`config.mk`:
```
export PLATFORM = sky130hd
export DESIGN_NAME = read_burst
export DESIGN_NICKNAME = d
export VERILOG_FILES = /design/src/rtl/read_burst_pkg.sv /design/src/rtl/ddr_capture.sv /design/src/rtl/read_burst.sv
export SDC_FILE = /design/constraint.sdc
export NUM_CORES = 1
export LEC_CHECK = 0
export ABC_AREA = 1
export CAP_MARGIN = 25
export CORE_MARGIN = 2
export CORE_UTILIZATION = 45
export DETAILED_ROUTE_END_ITERATION = 10
export PLACE_DENSITY = 0.74
export SYNTH_ARGS = -nofsm -noshare
export SYNTH_HDL_FRONTEND = slang
export SYNTH_HIERARCHICAL = 1
export SYNTH_SLANG_ARGS = --single-unit
```
`constraint.sdc`:
```
create_clock -name clock -period 1.67 [get_ports clock]
set_input_delay 0.334 -clock clock [delete_from_list [all_inputs] [get_ports clock]]
set_output_delay 0.334 -clock clock [all_outputs]
set_load 0.01 [all_outputs]
```
`src/rtl/read_burst_pkg.sv`:
```
// Shared types and defaults for the DDR read-burst deserializer.
// Optional error/abort logic in read_burst is enabled by defining READ_BURST_ERR_EN.
package read_burst_pkg;

  localparam int RB_BW      = 8;
  localparam int RB_BL      = 8;
  localparam int RB_TIMEOUT = 16;

  typedef enum logic [1:0] {
    IDLE  = 2'd0,
    ARMED = 2'd1,
    BURST = 2'd2
  } rb_state_t;

  // Word counter must hold the value WPB itself, hence the +1.
  function automatic int rb_cnt_w(input int wpb);
    return $clog2(wpb + 1);
  endfunction

endpackage

```
`src/rtl/ddr_capture.sv`:
```
// DDR beat capture: low beat and strobe latched on the falling edge, pair decode
// presented combinationally to the rising-edge logic in read_burst.
module ddr_capture
  import read_burst_pkg::*;
#(
  parameter int BW = RB_BW
) (
  input  logic            clock,
  input  logic            reset,
  input  logic [BW-1:0]   dq_in,
  input  logic            dqs_valid,
  output logic            pair_vld,
  output logic            pair_half,
  output logic [2*BW-1:0] pair_word
);

  logic [BW-1:0] lo_q, lo_d;
  logic          vld_q, vld_d;

  // Next values for the falling-edge capture registers.
  always_comb begin
    lo_d  = dq_in;
    vld_d = dqs_valid;
  end

  // Falling-edge capture of the low beat and its strobe; reset is honoured here too.
  always_ff @(negedge clock) begin
    if (reset) begin
      lo_q  <= {BW{1'b0}};
      vld_q <= 1'b0;
    end else begin
      lo_q  <= lo_d;
      vld_q <= vld_d;
    end
  end

  // A pair needs the strobe in both halves of the same cycle.
  assign pair_vld  = vld_q & dqs_valid;
  assign pair_half = vld_q & ~dqs_valid;
  assign pair_word = {dq_in, lo_q};

endmodule

```
`src/rtl/read_burst.sv`:
```
// Read-burst framer: pairs DDR beats into words and frames one burst per rd_start.
// Define READ_BURST_ERR_EN to add gap/half-pair/timeout error detection and abort.
module read_burst
  import read_burst_pkg::*;
#(
  parameter int BW      = RB_BW,
  parameter int BL      = RB_BL,
  parameter int TIMEOUT = RB_TIMEOUT
) (
  input  logic            clock,
  input  logic            reset,
  input  logic            rd_start,
  input  logic [BW-1:0]   dq_in,
  input  logic            dqs_valid,
  output logic [2*BW-1:0] data_out,
  output logic            valid_out,
  output logic            burst_done,
  output logic            busy,
  output logic            err
);

  localparam int WPB = BL / 2;
  localparam int CW  = rb_cnt_w(WPB);
  localparam logic [CW-1:0] CNT_ZERO = {CW{1'b0}};
  localparam logic [CW-1:0] CNT_ONE  = CW'(1);
  localparam logic [CW-1:0] CNT_LAST = CW'(WPB);

  logic            pair_vld_s;
  logic            pair_half_s;
  logic [2*BW-1:0] pair_word_s;

  rb_state_t       state_q, state_d;
  logic [CW-1:0]   cnt_q, cnt_d;
  logic [2*BW-1:0] data_q, data_d;
  logic            valid_q, valid_d;
  logic            done_q, done_d;

`ifdef READ_BURST_ERR_EN
  localparam int TW = $clog2(TIMEOUT + 1);
  localparam logic [TW-1:0] TMO_ZERO = {TW{1'b0}};
  localparam logic [TW-1:0] TMO_ONE  = TW'(1);
  localparam logic [TW-1:0] TMO_LIM  = TW'(TIMEOUT);
  logic [TW-1:0] tmo_q, tmo_d;
  logic          err_q, err_d;
`else
  logic unused_half_s;
  assign unused_half_s = pair_half_s;
`endif

  ddr_capture #(.BW(BW)) u_capture (
    .clock     (clock),
    .reset     (reset),
    .dq_in     (dq_in),
    .dqs_valid (dqs_valid),
    .pair_vld  (pair_vld_s),
    .pair_half (pair_half_s),
    .pair_word (pair_word_s)
  );

  // Burst framing: next state, word counter, output word and error tracking.
  always_comb begin
    state_d = state_q;
    cnt_d   = cnt_q;
    data_d  = data_q;
    valid_d = 1'b0;
    done_d  = 1'b0;
`ifdef READ_BURST_ERR_EN
    err_d   = err_q;
    tmo_d   = tmo_q;
`endif
    case (state_q)
      IDLE: begin
        // Pairs arriving here are dropped; only rd_start matters.
        if (rd_start) begin
          state_d = ARMED;
          cnt_d   = CNT_ZERO;
`ifdef READ_BURST_ERR_EN
          err_d   = 1'b0;
          tmo_d   = TMO_ZERO;
`endif
        end else begin
          state_d = IDLE;
        end
      end
      ARMED: begin
        if (pair_vld_s) begin
          data_d  = pair_word_s;
          valid_d = 1'b1;
          cnt_d   = CNT_ONE;
          if (CNT_ONE == CNT_LAST) begin
            done_d  = 1'b1;
            state_d = IDLE;
          end else begin
            state_d = BURST;
          end
        end else begin
`ifdef READ_BURST_ERR_EN
          if (pair_half_s) begin
            err_d = 1'b1;
          end else begin
            err_d = err_q;
          end
          if (tmo_q == TMO_LIM) begin
            err_d   = 1'b1;
            state_d = IDLE;
          end else begin
            tmo_d = tmo_q + TMO_ONE;
          end
`else
          state_d = ARMED;
`endif
        end
      end
      BURST: begin
        if (pair_vld_s) begin
          data_d  = pair_word_s;
          valid_d = 1'b1;
          cnt_d   = cnt_q + CNT_ONE;
          if ((cnt_q + CNT_ONE) == CNT_LAST) begin
            done_d  = 1'b1;
            state_d = IDLE;
          end else begin
            state_d = BURST;
          end
        end else begin
`ifdef READ_BURST_ERR_EN
          // Any gap (including a half pair) aborts the burst.
          err_d   = 1'b1;
          done_d  = 1'b1;
          state_d = IDLE;
`else
          state_d = BURST;
`endif
        end
      end
      default: begin
        state_d = IDLE;
        cnt_d   = CNT_ZERO;
      end
    endcase
  end

  // Rising-edge state and output registers with synchronous reset.
  always_ff @(posedge clock) begin
    if (reset) begin
      state_q <= IDLE;
      cnt_q   <= CNT_ZERO;
      data_q  <= {(2*BW){1'b0}};
      valid_q <= 1'b0;
      done_q  <= 1'b0;
`ifdef READ_BURST_ERR_EN
      err_q   <= 1'b0;
      tmo_q   <= TMO_ZERO;
`endif
    end else begin
      state_q <= state_d;
      cnt_q   <= cnt_d;
      data_q  <= data_d;
      valid_q <= valid_d;
      done_q  <= done_d;
`ifdef READ_BURST_ERR_EN
      err_q   <= err_d;
      tmo_q   <= tmo_d;
`endif
    end
  end

  assign data_out   = data_q;
  assign valid_out  = valid_q;
  assign burst_done = done_q;
  assign busy       = (state_q != IDLE);
`ifdef READ_BURST_ERR_EN
  assign err        = err_q;
`else
  assign err        = 1'b0;
`endif

endmodule
```
==> qor.txt, run 1 <==
Post-Synthesis Cells: 167
WP data required: 1920 ps
Design Area, Final: 1880 um2
CTS max path bufs: 2
leakage power total: 0.856 nW
# DRC: 0
Nets: 227
routed length per instance: 12.4 um
area delta synth->final: 43.9%
worst-path maximum fanout: 6
Post-Syn Area: 1310 um2
placed standard-cell area: 1590 um2
Post-DRT Antenna Nets: 0
final setup margin: -257 ps
CTS tree: built
# fillers: 214
status: complete, but fails checks
maximum vdd drop: 0.578 mV
via density per instance: 4.73
Core Footprint: 2760 um2
drt initial violations: 20
GRT Total Usage: 19.2%
vias: 1,141
Syn. warnings: 6
H-Tree Level Count: 2
initial antenna violation count: 0
setup TNS: -3520 ps
count of final max-slew check failures: 0
pin count of the biggest net entering global routing: 20
hold crit path type: reg2reg
Port Buffers: 30
Reg area: 644 um2
GRT overflow: 0
Top Ports: 32
failing checks: negative setup slack
Final setup viols: 23
startpoint types: flip-flop
Sink Count: 32
Clk pin slew, worst setup/hold paths: 100 ps
power density cells: 834 nW/um2
GP Congestion: 0.748
worst slack at placement: -304 ps
syn_nets: 185
RSZ-0062 raised after global routing: yes
CTS Buf Count: 5
routed wire length: 2980 um
kind of critical path: reg2reg
# Max-Cap Violations: 0
Core Util, Final: 68.3%
DIE WIDTH: 57.9 um
vias in the first global route: 1,150
Die Y: 57.9 um
die area: 3360 um2
multi-input gate area in the final layout: 626 um2
Cell Rows: 19
Syn Area/Cell: 7.84 um2
total power: 1.57 mW
Worst-Skew Late Latency: 390 ps
CP endpoint kind: flip-flop
post-DP HPWL: 1840 um
share of cells above drive strength 1: 24.8%
Initial Utilization: 47.5%
first-pass GRT wire length: 4840 um
Root Buffer: clkbuf_4
Final Hold Fails: 0
worst clock skew: 70.8 ps
Pre-Repair DR Iteration Count: 4
# diodes: 0
Arr. time, crit path: 2170 ps
## sequential cells by signal (all words and copies together) (netlist names)
signal	count
burst_done	1
cnt_q	3
data_out	16
state_q	2
u_capture/lo_q	8
u_capture/vld_q	1
valid_out	1
## critical path: stages (launching register included)
cell	delay, ps
dfxtp_2	310
nand2_2	90
inv_6	60
buf_6	120
nand2_4	60
inv_2	30
nand3_2	60
nand2_1	70
a21oi_2	160
## timing repair
item,4_1_cts,5_1_grt
cloned,3,0
gates resized for setup,43,5
buffers inserted,2,0
hold buffers,0,0
endpoints found under the hold margin,0,0
endpoints found under the setup margin,23,24
pin swaps,5,0
## per-stage QoR
step,hold slack [ps],cells
global placement,467,220
CTS,495,241
finish,490,241
detailed placement,471,220
floorplan,406,167
global route,519,241
## path summary, 6_finish.rpt
path / slack (ps) / from / cells after the start / end
setup / recovery: -260 / u_capture/vld_q / 8 / state_q[1]
hold / removal: 490 / data_out[2] / 2 / data_out[2]
setup reg to reg: -260 / u_capture/vld_q / 8 / state_q[1]
hold reg to reg: 490 / data_out[2] / 2 / data_out[2]
## metal layers
metal	part of all wire, %	global-route usage, %	vias to the layer above
met4	1.8	9.97	0
li1	-	-	584
met3	4.8	4.46	6
met1	42	20.3	516
met2	51	35.2	35
met5	0	0	-
## where the power goes
| group | switching [mW] | internal, mW |
|---|---|---|
| logic | 0.130 | 0.113 |
| registers | 0.0195 | 0.799 |
| clock network | 0.322 | 0.186 |
## layout make-up
class	count	area share [%]
sequential	32	34.2
multi-input combinational	101	33.2
timing repair buffer	37	19.7
inverter	22	5.32
clock inverter	12	2.59
tap	31	2.06
clock buffer	5	1.99
timing repair inverter	1	0.864
## cells in the final DEF, fill, tap and decap left out, drive strengths merged
cell and count:
a21boi 1, a21oi 3, buf 7, clkbuf 5
clkdlybuf4s50 29, clkinv 4, conb 1, dfxtp 32
dlygate4sd2 1, ha 6, inv 31, nand2 18
nand3 3, nor2 50, nor4 1, o21ai 16
o21bai 1, or2 1
Power figures use the tool's default switching activity.
==> run 2, diff against run 1 <==
SETUP_SLACK_MARGIN = 0.05   (was unset)
==> run 2 against run 1 <==
The flow still finishes with violations (negative setup slack); total power rose by 4.6%; clock power rose by 17%; critical path depth did not move; combinational power fell by 5%; clock skew fell by 20 ps; first-iteration DRC count rose by 5.0%; flip-flop and latch count did not move; via count fell by 3.1%; cell area fell by 1.6%; die area did not move; register-to-register slack improved by 40 ps; largest cell class unchanged.
==> qor.txt, run 2 (synthesis results as in run 1) <==
status: complete, but fails checks
failing checks: negative setup slack
Cell Rows: 19 (unchanged)
CP endpoint kind: flip-flop
R2R Path Start: u_capture/vld_q
max_slew headroom: 65.1%
H-Tree Level Count: 2 (unchanged)
hold crit path type: reg2reg
post-DP HPWL: 1750 um (-5.1%)
WHS Path Cells: 2 (unchanged)
initial antenna violation count: 0 (unchanged)
GP Congestion: 0.772 (+3.2%)
met3 Resource Use GR: 6.92% (+2.5 points)
GRT Total Usage: 19.2% (-0.049 points)
CTS tree: built
Initial Utilization: 47.5% (unchanged)
# diodes: 0 (unchanged)
power density cells: 886 nW/um2 (+6.3%)
worst slew pin tran: 523 ps
total power: 1.64 mW (+4.6%)
via density per instance: 4.61 (-2.7%)
# fillers: 229 (+7.0%)
Nets: 226 (-0.44%)
vias in the first global route: 1,055 (-8.3%)
routed wire length: 2710 um (-8.9%)
first-pass GRT wire length: 4670 um (-3.4%)
hold endpoint: data_out[14]
global routing's busiest layer: met2
Design Area, Final: 1850 um2 (-1.6%)
max reg flops: 16 (unchanged)
most frequent cells in the layout: nor2_1, dfxtp_1, inv_1, clkdlybuf4s50_1, o21ai_2
share of cells above drive strength 1: 21.5% (-3.2 points)
worst reg-to-reg path cell count: 8 (unchanged)
Arr. time, crit path: 2120 ps (-50 ps)
count of final max-slew check failures: 0 (unchanged)
die area: 3360 um2 (unchanged)
M1 GR Usage: 22.3% (+2.0 points)
final setup margin: -219 ps (+37.7 ps)
vias: 1,106 (-3.1%)
Die Y: 57.9 um (unchanged)
RR Endpoint: state_q[1]
met2 Use GR: 30.0% (-5.2 points)
GRT overflow: 0 (unchanged)
Final Hold Fails: 0 (unchanged)
leakage power total: 0.851 nW (-0.64%)
worst clock skew: 51.1 ps (-19.7 ps)
routed length per instance: 11.3 um (-8.6%)
worst reg-to-reg setup slack: -220 ps (+40 ps)
Root Buffer: clkbuf_4
leading cell type in the layout, fill and taps excluded: nor2_1
Core Footprint: 2760 um2 (unchanged)
Port Buffers: 30 (unchanged)
Hold Path Origin: data_out[14]
Clk pin slew, worst setup/hold paths: 110 ps (about the same)
Final setup viols: 23 (unchanged)
Worst-Skew Late Latency: 380 ps (about the same)
CTS Buf Count: 5 (unchanged)
Pre-Repair DR Iteration Count: 4 (unchanged)
setup TNS: -3650 ps (-132 ps)
hold slack: 493 ps (+2.96 ps)
area delta synth->final: 41.6%
DIE WIDTH: 57.9 um (unchanged)
Top Ports: 32 (unchanged)
Post-DRT Antenna Nets: 0 (unchanged)
worst-path maximum fanout: 5 (-1)
CTS max path bufs: 2 (unchanged)
WP data required: 1900 ps (-20 ps)
pin count of the biggest net entering global routing: 20 (unchanged)
Sink Count: 32 (unchanged)
# Max-Cap Violations: 0 (unchanged)
startpoint types: flip-flop
# DRC: 0 (unchanged)
maximum vdd drop: 0.753 mV (+30%)
RSZ-0062 raised after global routing: yes
drt initial violations: 21 (+5.0%)
kind of critical path: reg2reg
placed standard-cell area: 1590 um2 (unchanged)
run 2: what timing repair did:
| action | 4_1_cts | 5_1_grt |
|---|---|---|
| hold buffers | 0 | 0 |
| setup endpoints to repair | 24 | 25 |
| setup buffers | 1 | 0 |
| gates cloned | 3 | 0 |
| resized for setup | 35 | 4 |
| pin swaps | 4 | 0 |
run 2: final cells by class:
class                   count  area [um2]  share of cell area, %
flip-flops and latches     32         644                   34.8
repair inverters            1        16.3                  0.878
clock inverters            10        38.8                   2.09
well taps                  31        38.8                   2.09
inverters                  22        97.6                   5.27
multi-input cells         101         592                   31.9
clock buffers               7        66.3                   3.58
repair buffers             36         359                   19.4
run 2: worst max-delay path, cell delays in order, from the launching register on:
cell	delay, ps
dfxtp_2	320
nand2_2	60
inv_4	120
buf_6	110
nand2_2	40
inv_1	50
nand3_1	70
nand2_1	80
a21oi_1	70
run 2: power by group:
group          internal, mW  switching, mW  leakage [nW]  total [mW]
combinational         0.107          0.123         0.504       0.230
clock                 0.280          0.313        0.0845       0.593
sequential            0.799         0.0193         0.263       0.818
run 2: worst max path at each step:
stage / startpoint / to / cells after the start
finish: u_capture/vld_q / state_q[1] / 8
global route: u_capture/vld_q / cnt_q[0] / 7
CTS: u_capture/vld_q / state_q[1] / 8
detailed placement: reset / u_capture/lo_q[0] / 3
global placement: reset / u_capture/lo_q[0] / 3
floorplan: u_capture/vld_q / data_out[14] / 7
run 2: through the flow:
stage	util [%]	setup WS [ps]	instances
6_report	67.2	-219	240
5_1_grt	67.2	-292	240
4_1_cts	67.0	-198	240
3_5_place_dp	57.5	-315	220
3_3_place_gp	57.5	-280	220
2_1_floorplan	-	-91.0	167
run 2: per-layer routing:
layer	share of wire [%]	wire, um	vias up
met3	6.3	171	2
met1	46	1240	489
met2	46	1260	28
met5	0	0	-
met4	1.5	40	0
li1	-	-	587
==> run 3, diff against run 2 <==
GPL_TIMING_DRIVEN = 0   (was unset)
clock period = 1.8 ns   (was 1.67 ns; I/O delays follow)
==> run 3 against run 2 <==
The run still ends with negative setup slack left; via count up 2.5%; flip-flop and latch count unchanged; global-route usage down 0.48 points; register-to-register slack better by 40 ps; die area unchanged; total power down 1.1%; critical endpoint is now data_out[6]; sequential share of layout area down 2.1 points; clock-buffer cell count unchanged; critical path depth down 1; worst setup slack better by 40 ps.
==> qor.txt, run 3 (synthesis results as in run 1) <==
vias in the first global route: 1,034 (-2.0%)
Nets: 234 (+3.5%)
worst path cell trace: nand2_1, inv_2, nand2_4, clkinv_4, clkbuf_16, nor2_1, nor2_1
initial antenna violation count: 0 (unchanged)
drt initial violations: 22 (+4.8%)
via density per instance: 4.57 (-0.78%)
CTS tree: built
GRT overflow: 0 (unchanged)
CTS max path bufs: 2 (unchanged)
share of cells above drive strength 1: 25.8% (+4.3 points)
most frequent cells in the layout: nor2_1, dfxtp_1, inv_1
routed wire length: 2860 um (+5.3%)
first-pass GRT wire length: 4560 um (-2.4%)
Arr. time, crit path: 2220 ps (+100 ps)
startpoint types: flip-flop
maximum vdd drop: 0.680 mV (-9.8%)
status: complete, but fails checks
Pre-Repair DR Iteration Count: 4 (unchanged)
Final setup viols: 21 (-8.7%)
leading cell type in the layout, fill and taps excluded: nor2_1
CTS Buf Count: 5 (unchanged)
cts hold-fix bufs: 0 (unchanged)
# Max-Cap Violations: 0 (unchanged)
worst slack at placement: -421 ps (-107 ps)
worst-path maximum fanout: 6 (+1)
worst clock skew: 54.6 ps (+3.50 ps)
CP max-delay cell: dfxtp_1
Clk pin slew, worst setup/hold paths: 100 ps (about the same)
Core Util, Final: 71.3% (+4.1 points)
final setup margin: -180 ps (+39.6 ps)
# fillers: 220 (-3.9%)
kind of critical path: reg2reg
Initial Utilization: 47.5% (unchanged)
pin count of the biggest net entering global routing: 11 (-45%)
CP peak stage delay: 290 ps (-30 ps)
failing checks: negative setup slack
DIE WIDTH: 57.9 um (unchanged)
Top Ports: 32 (unchanged)
Post-DRT Antenna Nets: 0 (unchanged)
power density cells: 826 nW/um2 (-6.7%)
CP endpoint kind: flip-flop
H-Tree Level Count: 2 (unchanged)
die area: 3360 um2 (unchanged)
most frequent CP cell: nor2_1
routed length per instance: 11.5 um (+1.9%)
Sink Count: 32 (unchanged)
max reg flops: 16 (unchanged)
WP data required: 2040 ps (+140 ps)
critical path's top delay family: buffers and inverters
GP Congestion: 0.807 (+4.6%)
Root Buffer: clkbuf_4
area delta synth->final: 50.2%
vias: 1,134 (+2.5%)
multi-input gate area in the final layout: 611 um2 (+3.2%)
Core Footprint: 2760 um2 (unchanged)
WP buf/inv: 3 (unchanged)
# DRC: 0 (unchanged)
# diodes: 0 (unchanged)
Worst-Skew Late Latency: 380 ps (about the same)
count of final max-slew check failures: 0 (unchanged)
hold crit path type: reg2reg
Final Hold Fails: 0 (unchanged)
Port Buffers: 30 (unchanged)
Cell Rows: 19 (unchanged)
GRT Total Usage: 18.7% (-0.48 points)
Reg area: 643 um2 (-0.19%)
post-DP HPWL: 1810 um (+3.5%)
RSZ-0062 raised after global routing: yes
Die Y: 57.9 um (unchanged)
leakage power total: 0.925 nW (+8.7%)
-- run 3: final cells by class --
cell class              instances  share of cell area, %
repair buffers                 33                   17.8
clock buffers                   7                   4.46
plain buffers                  13                   5.60
multi-input cells             100                   31.1
inverters                      22                   4.46
well taps                      31                   1.97
flip-flops and latches         32                   32.7
clock inverters                10                   1.91
-- run 3: worst paths after layout --
check / startpoint / endpoint / slack, ps / cells after the start
setup / recovery: u_capture/vld_q / data_out[6] / -180 / 7
hold / removal: data_out[6] / data_out[6] / 490 / 2
setup reg to reg: u_capture/vld_q / data_out[6] / -180 / 7
hold reg to reg: data_out[6] / data_out[6] / 490 / 2
-- run 3: stage by stage --
stage | power, mW | hold slack [ps] | cell area (um2) | instances | setup TNS (ps)
2_1_floorplan | 0.918 | 432 | 1320 | 167 | -261
4_1_cts | 1.61 | 483 | 1870 | 247 | -2470
6_report | 1.62 | 489 | 1970 | 248 | -3190
3_5_place_dp | 0.994 | 477 | 1660 | 228 | -5140
3_3_place_gp | 0.988 | 466 | 1660 | 228 | -4820
5_1_grt | 1.71 | 502 | 1970 | 248 | -3870
-- run 3: power breakdown --
| part | total, mW | switching (mW) | leakage, nW | internal [mW] |
|---|---|---|---|---|
| Clock | 0.638 | 0.295 | 0.101 | 0.342 |
| Combinational | 0.227 | 0.112 | 0.561 | 0.114 |
| Sequential | 0.760 | 0.0191 | 0.263 | 0.741 |
| Total | 1.62 | 0.427 | 0.925 | 1.20 |
-- run 3: what timing repair did --
item / in CTS / in global routing
pin swaps: 8 / 4
buffers inserted: 2 / 0
cloned: 1 / 1
endpoints found under the setup margin: 32 / 23
hold endpoints to repair: 0 / 0
gates resized for setup: 24 / 19
-- run 3: per-layer routing --
layer  up-vias  wire (um)  part of all wire [%]  track usage [%]
li1        595          -                     -                -
met1       513       1270                    44             20.4
met2        24       1410                    49             31.5
met3         2        146                   5.1             7.59
met4         0         30                   1.1             8.97
met5         -          0                     0                0
-- run 3: worst register-to-register path, delay by kind of cell (launching register included) --
family,cells,cell delay [ps]
buf+inv,3,340
simple gates,4,310
flops,1,290
